## config.mk

```make
export PLATFORM = sky130hd
export DESIGN_NAME = cache_miss_controller
export DESIGN_NICKNAME = d
export VERILOG_FILES = /design/src/rtl/cache_miss_controller.sv
export SDC_FILE = /design/constraint.sdc
export NUM_CORES = 2
export LEC_CHECK = 0
export ABC_AREA = 1
export CAP_MARGIN = 15
export CORE_AREA = 2 2 274 276
export DETAILED_ROUTE_END_ITERATION = 7
export DIE_AREA = 0 0 276 278
export GPL_ROUTABILITY_DRIVEN = 0
export PLACE_DENSITY = 0.69
export SYNTH_ARGS = -nofsm -noshare
export SYNTH_HDL_FRONTEND = slang
export SYNTH_SLANG_ARGS = --single-unit
```

## constraint.sdc

```tcl
create_clock -name clk -period 2.4 [get_ports clk]
set_input_delay 0.48 -clock clk [delete_from_list [all_inputs] [get_ports clk]]
set_output_delay 0.48 -clock clk [all_outputs]
set_load 0.01 [all_outputs]
```

## src/rtl/cache_miss_controller.sv

```systemverilog
// Miss/hit sequencer for a 4-way set-associative cache.
// Owns the per-set tree PLRU state; the array owns tags/data/valid/dirty.
module cache_miss_controller #(
  parameter int CACHE_LINES     = 256,
  parameter int LINE_SIZE_BYTES = 64,
  parameter int ADDRESS_WIDTH   = 32,
  parameter int WAYS            = 4,
  localparam int INDEX_WIDTH    = $clog2(CACHE_LINES),
  localparam int OFFSET_WIDTH   = $clog2(LINE_SIZE_BYTES),
  localparam int TAG_BITS       = ADDRESS_WIDTH - INDEX_WIDTH
                                  - OFFSET_WIDTH,
  localparam int LINE_WIDTH     = ADDRESS_WIDTH - OFFSET_WIDTH
) (
  input  logic                     clk,
  input  logic                     rst,
  input  logic                     i_req_valid,
  output logic                     o_req_ready,
  input  logic [ADDRESS_WIDTH-1:0] i_req_addr,
  input  logic                     i_req_we,
  output logic                     o_resp_valid,
  output logic                     o_resp_hit,
  output logic                     o_lookup_en,
  output logic [INDEX_WIDTH-1:0]   o_lookup_index,
  input  logic [WAYS-1:0]          i_way_hit,
  input  logic [WAYS-1:0]          i_way_valid,
  input  logic [WAYS-1:0]          i_way_dirty,
  input  logic [TAG_BITS-1:0]      i_victim_tag,
  output logic [WAYS-1:0]          o_way_sel,
  output logic                     o_dirty_set,
  output logic                     o_fill_en,
  output logic                     o_mem_req_valid,
  input  logic                     i_mem_req_ready,
  output logic                     o_mem_we,
  output logic [ADDRESS_WIDTH-1:0] o_mem_addr,
  input  logic                     i_mem_resp_valid
);

  typedef enum logic [2:0] {
    S_IDLE,
    S_LOOKUP,
    S_WB_REQ,
    S_WB_WAIT,
    S_RF_REQ,
    S_RF_WAIT,
    S_FILL,
    S_RESP
  } state_e;

  state_e                state_q, state_d;
  logic [LINE_WIDTH-1:0] line_q, line_d;
  logic                  we_q, we_d;
  logic                  hit_q, hit_d;
  logic [WAYS-1:0]       victim_q, victim_d;
  logic [2:0]            plru_q [CACHE_LINES];
  logic [2:0]            plru_d [CACHE_LINES];

  logic [INDEX_WIDTH-1:0] index;
  logic [TAG_BITS-1:0]    tag;
  logic [2:0]             plru_cur;
  logic [WAYS-1:0]        hit_oh;
  logic [WAYS-1:0]        inv_oh;
  logic [WAYS-1:0]        plru_vic;
  logic [WAYS-1:0]        miss_vic;
  logic                   vic_dirty;
  logic                   unused_offset;

  assign unused_offset = ^i_req_addr[OFFSET_WIDTH-1:0];

  function automatic logic [WAYS-1:0] lowest_oh(
    input logic [WAYS-1:0] v
  );
    logic [WAYS-1:0] r;
    r = '0;
    if (v[0])      r[0] = 1'b1;
    else if (v[1]) r[1] = 1'b1;
    else if (v[2]) r[2] = 1'b1;
    else if (v[3]) r[3] = 1'b1;
    return r;
  endfunction

  // Point the tree away from the way just touched.
  function automatic logic [2:0] plru_touch(
    input logic [2:0]      p,
    input logic [WAYS-1:0] w
  );
    logic [2:0] n;
    n = p;
    if (w[0] | w[1]) begin
      n[0] = 1'b1;
      n[1] = w[0];
    end else begin
      n[0] = 1'b0;
      n[2] = w[2];
    end
    return n;
  endfunction

  assign index    = line_q[INDEX_WIDTH-1:0];
  assign tag      = line_q[LINE_WIDTH-1:INDEX_WIDTH];
  assign plru_cur = plru_q[index];
  assign hit_oh   = lowest_oh(i_way_hit);
  assign inv_oh   = lowest_oh(~i_way_valid);

  always_comb begin
    plru_vic = '0;
    if (!plru_cur[0]) begin
      if (plru_cur[1]) plru_vic[1] = 1'b1;
      else             plru_vic[0] = 1'b1;
    end else begin
      if (plru_cur[2]) plru_vic[3] = 1'b1;
      else             plru_vic[2] = 1'b1;
    end
  end

  assign miss_vic  = (&i_way_valid) ? plru_vic : inv_oh;
  assign vic_dirty = |(miss_vic & i_way_valid & i_way_dirty);

  always_comb begin
    state_d         = state_q;
    line_d          = line_q;
    we_d            = we_q;
    hit_d           = hit_q;
    victim_d        = victim_q;
    plru_d          = plru_q;
    o_req_ready     = 1'b0;
    o_resp_valid    = 1'b0;
    o_resp_hit      = 1'b0;
    o_lookup_en     = 1'b0;
    o_lookup_index  = index;
    o_way_sel       = '0;
    o_dirty_set     = 1'b0;
    o_fill_en       = 1'b0;
    o_mem_req_valid = 1'b0;
    o_mem_we        = 1'b0;
    o_mem_addr      = '0;
    unique case (state_q)
      S_IDLE: begin
        o_req_ready    = 1'b1;
        o_lookup_index = '0;
        if (i_req_valid) begin
          line_d  = i_req_addr[ADDRESS_WIDTH-1:OFFSET_WIDTH];
          we_d    = i_req_we;
          state_d = S_LOOKUP;
        end
      end
      S_LOOKUP: begin
        o_lookup_en = 1'b1;
        if (|i_way_hit) begin
          o_way_sel     = hit_oh;
          o_dirty_set   = we_q;
          plru_d[index] = plru_touch(plru_cur, hit_oh);
          hit_d         = 1'b1;
          state_d       = S_RESP;
        end else begin
          victim_d = miss_vic;
          hit_d    = 1'b0;
          state_d  = vic_dirty ? S_WB_REQ : S_RF_REQ;
        end
      end
      S_WB_REQ: begin
        o_mem_req_valid = 1'b1;
        o_mem_we        = 1'b1;
        o_way_sel       = victim_q;
        o_mem_addr      = {i_victim_tag, index,
                           {OFFSET_WIDTH{1'b0}}};
        if (i_mem_req_ready) state_d = S_WB_WAIT;
      end
      S_WB_WAIT: begin
        if (i_mem_resp_valid) state_d = S_RF_REQ;
      end
      S_RF_REQ: begin
        o_mem_req_valid = 1'b1;
        o_mem_addr      = {tag, index, {OFFSET_WIDTH{1'b0}}};
        if (i_mem_req_ready) state_d = S_RF_WAIT;
      end
      S_RF_WAIT: begin
        if (i_mem_resp_valid) state_d = S_FILL;
      end
      S_FILL: begin
        o_fill_en     = 1'b1;
        o_way_sel     = victim_q;
        o_dirty_set   = we_q;
        plru_d[index] = plru_touch(plru_cur, victim_q);
        state_d       = S_RESP;
      end
      S_RESP: begin
        o_resp_valid = 1'b1;
        o_resp_hit   = hit_q;
        state_d      = S_IDLE;
      end
      default: state_d = S_IDLE;
    endcase
    // Outputs stay quiet while reset is asserted.
    if (rst) begin
      o_req_ready     = 1'b0;
      o_resp_valid    = 1'b0;
      o_resp_hit      = 1'b0;
      o_lookup_en     = 1'b0;
      o_lookup_index  = '0;
      o_way_sel       = '0;
      o_dirty_set     = 1'b0;
      o_fill_en       = 1'b0;
      o_mem_req_valid = 1'b0;
      o_mem_we        = 1'b0;
      o_mem_addr      = '0;
    end
  end

  always_ff @(posedge clk) begin
    if (rst) begin
      state_q  <= S_IDLE;
      line_q   <= '0;
      we_q     <= 1'b0;
      hit_q    <= 1'b0;
      victim_q <= '0;
      for (int i = 0; i < CACHE_LINES; i++) begin
        plru_q[i] <= '0;
      end
    end else begin
      state_q  <= state_d;
      line_q   <= line_d;
      we_q     <= we_d;
      hit_q    <= hit_d;
      victim_q <= victim_d;
      plru_q   <= plru_d;
    end
  end

  a_hit_onehot: assert property (
    @(posedge clk) disable iff (rst)
    (state_q == S_LOOKUP) |-> $onehot0(i_way_hit)
  );

endmodule

```

==> flow_summary.yaml <==
worst_setup_path:
  rr_worst_depth: 20
  cp_top_family: "buffers and inverters"
  crit_buf_inv: 7
  cp-startpoint: "line_q[0]$_SDFFE_PP0P_"
  crit_top_cell: "o21ai_2"
  cp_cell_sequence: "buf_12, nand2_2, inv_4, buf_12, buf_6, nand2_1, nand4_1, nand2_2, nand2_1, o21ai_2, o21ai_2, o21ai_2, nand2_2, nor2_4, o21ai_2, o21ai_4, buf_8, buf_12, clkbuf_16, a21oi_1"
  cp_data_arrival_time_ns: 3.69
  end_kind: "register"
  worst_ep_required_time_ns: 2.93
  crit_end: "plru_q[229]$_SDFFE_PP0P_"
  regToRegStartpoint: "line_q[0]$_SDFFE_PP0P_"
  crit_type: "reg2reg"
  critical_path_depth: 20
  rrSetupSlack_ns: -0.77
  max_stage_delay_ns: 0.40
  cp_slowest_cell: "dfxtp_4"
  worstReg2RegEnd: "plru_q[229]$_SDFFE_PP0P_"
  cp_max_fo: 10
  worst_setup_path_start_kind: "register"
clock_network:
  clk_latency_ns: 0.67
  htreeDepth: 3
  cts_tree: "built"
  path_clk_slew_ns: 0.06
  clockBufferDepth: 3
  cts_hold_buffers: 0
  root_buffer: "clkbuf_16"
  cts_buffers: 89
  cts.sinks: 803
sta:
  fin_skew_ns: 0.0269
  timing.setup.tns_ns: -348.39
  hold_violations: 0
  hold_slack_ns: 0.446
  slew_headroom_pct: 33.9
  layout_setup_ws_ns: -0.769
  fin_crit_ns: 3.17
  max_slew.worst_pin.slew_ns: 0.990
  period_share_pct: 132
  slew_viol_final: 0
  rsz0062_at_grt: "yes"
  setup_viol: 660
  fmax_mhz: 316
min_path:
  hold_path.startpoint: "line_q[22]$_SDFFE_PP0P_"
  min_path_type: "reg2reg"
place:
  dp_hpwl_um: 83000
  place_ws_ns: -0.773
  placed_area_um2: 41500
  dp_cells: 6527
  portBuffers: 107
cells_and_area:
  fin_cells: 6709
  fin_area_um2: 45200
  fillers: 6760
  areaGrowthSynthToFinish_pct: 23.8
  drive_gt1_share_pct: 11.3
  final_nets: 5743
  fin_util_pct: 61.2
  diodes: 0
synthesis:
  synthCells: 5466
  synth_area_um2: 36500
  ys_warn_count: 0
  syn_avg_cell_area_um2: 6.68
  synth_area_leaders: "dfxtp_1 (44%), nand2_1 (17%), o21ai_0 (11%), a21oi_1 (11%), nor2_1 (4.6%)"
  netlist.area_leader.share_pct: 44.0
  synth_area_leader_cell: "dfxtp_1"
  ys_types: 30
  ys_ff_latch: 803
  yosysSeqAreaShare_pct: 44.0
global_routing:
  antenna_found_initial: 0
  gr-total-overflow: 0
  grtUsageTotal_pct: 32.7
  grt_max_degree: 220
  grt_pass1_vias: 36108
  grt_pass1_wl_um: 202000
die:
  io_pins: 120
  die_area_um2: 76700
  rows: 100
  core_um2: 73800
  initial_core_util_pct: 49.5
  die_w_um: 276
  die_h_um: 278
drt:
  detail_route.wl_per_cell_um: 19.5
  drtPass1Iterations: 7
  viasPerCell: 5.77
  drtIter0Drc: 4471
  dr_total_vias: 38724
  ant_nets: 0
  wirelength_um: 131000
  drc: 0
job:
  maxCapViolCount: 0
pwr:
  power_mw: 41.0
  vdd_drop_max_uv: 605
  p_per_area_nw_per_um2: 907
  p_leak_nw: 18.8
outcome:
  status: "finished with violations"
  violations: "setup timing"
[state kept, by name, summed over array words and instances, names as in the netlist]
name / cells
state_q: 3
victim_q: 4
hit_q: 1
plru_q: 768
we_q: 1
line_q: 26
[per-layer routing]
metal / GRT usage (%) / routed length [µm] / vias to the layer above
met1: 44.2 / 55300 / 17942
met4: 12.9 / 5270 / 0
met2: 52.8 / 58700 / 1781
li1: - / - / 18653
met3: 4.48 / 11300 / 348
met5: 0 / 0 / -
[kinds of logic after synthesis]
logic type	count (synthesis)	synth area share (%)
DFF	803	44.0
other	1	0.0103
and+or+nand+nor	2408	26.1
AOI/OAI and AO/OA	1712	23.6
buffers and inverters	542	6.28
[where the power goes]
| part | internal [mW] | switching, mW |
|---|---|---|
| Clock | 8.21 | 5.94 |
| Sequential | 13.6 | 0.196 |
| Combinational | 4.57 | 8.47 |
| Total | 26.4 | 14.6 |
[worst min-delay path by stage]
stage          cells past startpoint                       to
5_1_grt                            2  line_q[24]$_SDFFE_PP0P_
4_1_cts                            3  line_q[16]$_SDFFE_PP0P_
2_1_floorplan                      2  line_q[10]$_SDFFE_PP0P_
3_5_place_dp                       2  line_q[22]$_SDFFE_PP0P_
3_3_place_gp                       2  line_q[23]$_SDFFE_PP0P_
6_report                           2  line_q[22]$_SDFFE_PP0P_
[cell type report]
class,instances,area [µm²],share of cell area [%]
multi-input combinational,4126,18400,40.7
clock buffer,116,2520,5.57
timing repair buffer,536,6030,13.4
tap,969,1210,2.68
sequential,803,16100,35.6
inverter,119,472,1.04
clock inverter,40,497,1.10
[placed cells by master, fill, tap and decap left out, types with 30 or more instances in the layout]
master           instances
nand2_1               1605
o21ai_0                835
a21oi_1                821
dfxtp_1                800
nor2_1                 431
buf_4                  282
nor3_1                 210
buf_12                 114
clkdlybuf4s50_1        104
clkbuf_16              100
inv_1                   97
nand3_1                 76
nand4_1                 32
o21ai_1                 30
[worst register-to-register path, delay by kind of cell (launching register included)]
kind	cells	cell delay (ns)
compound gates	6	0.80
buf+inv	7	1.06
flops	1	0.40
simple gates	7	0.79
[synth_stat cells (all sizes together)]
master     n
o21ai    875
nor3     212
o31ai      1
nor4      14
o41ai      1
a31oi      1
clkinv    11
nand4     32
o22ai      3
clkbuf   270
nand2   1624
inv      108
buf      153
o211ai     1
a21oi    826
nor2     449
dfxtp    803
nand3     77
a211oi     2
conb       1
a221oi     2
[what timing repair did]
| item | CTS | global route |
|---|---|---|
| buffers inserted | 6 | 5 |
| endpoints found under the setup margin | 626 | 790 |
| cloned | 2 | 13 |
| pin swaps | 1 | 11 |
| gates resized for setup | 42 | 45 |
Power figures use the tool's default switching activity.
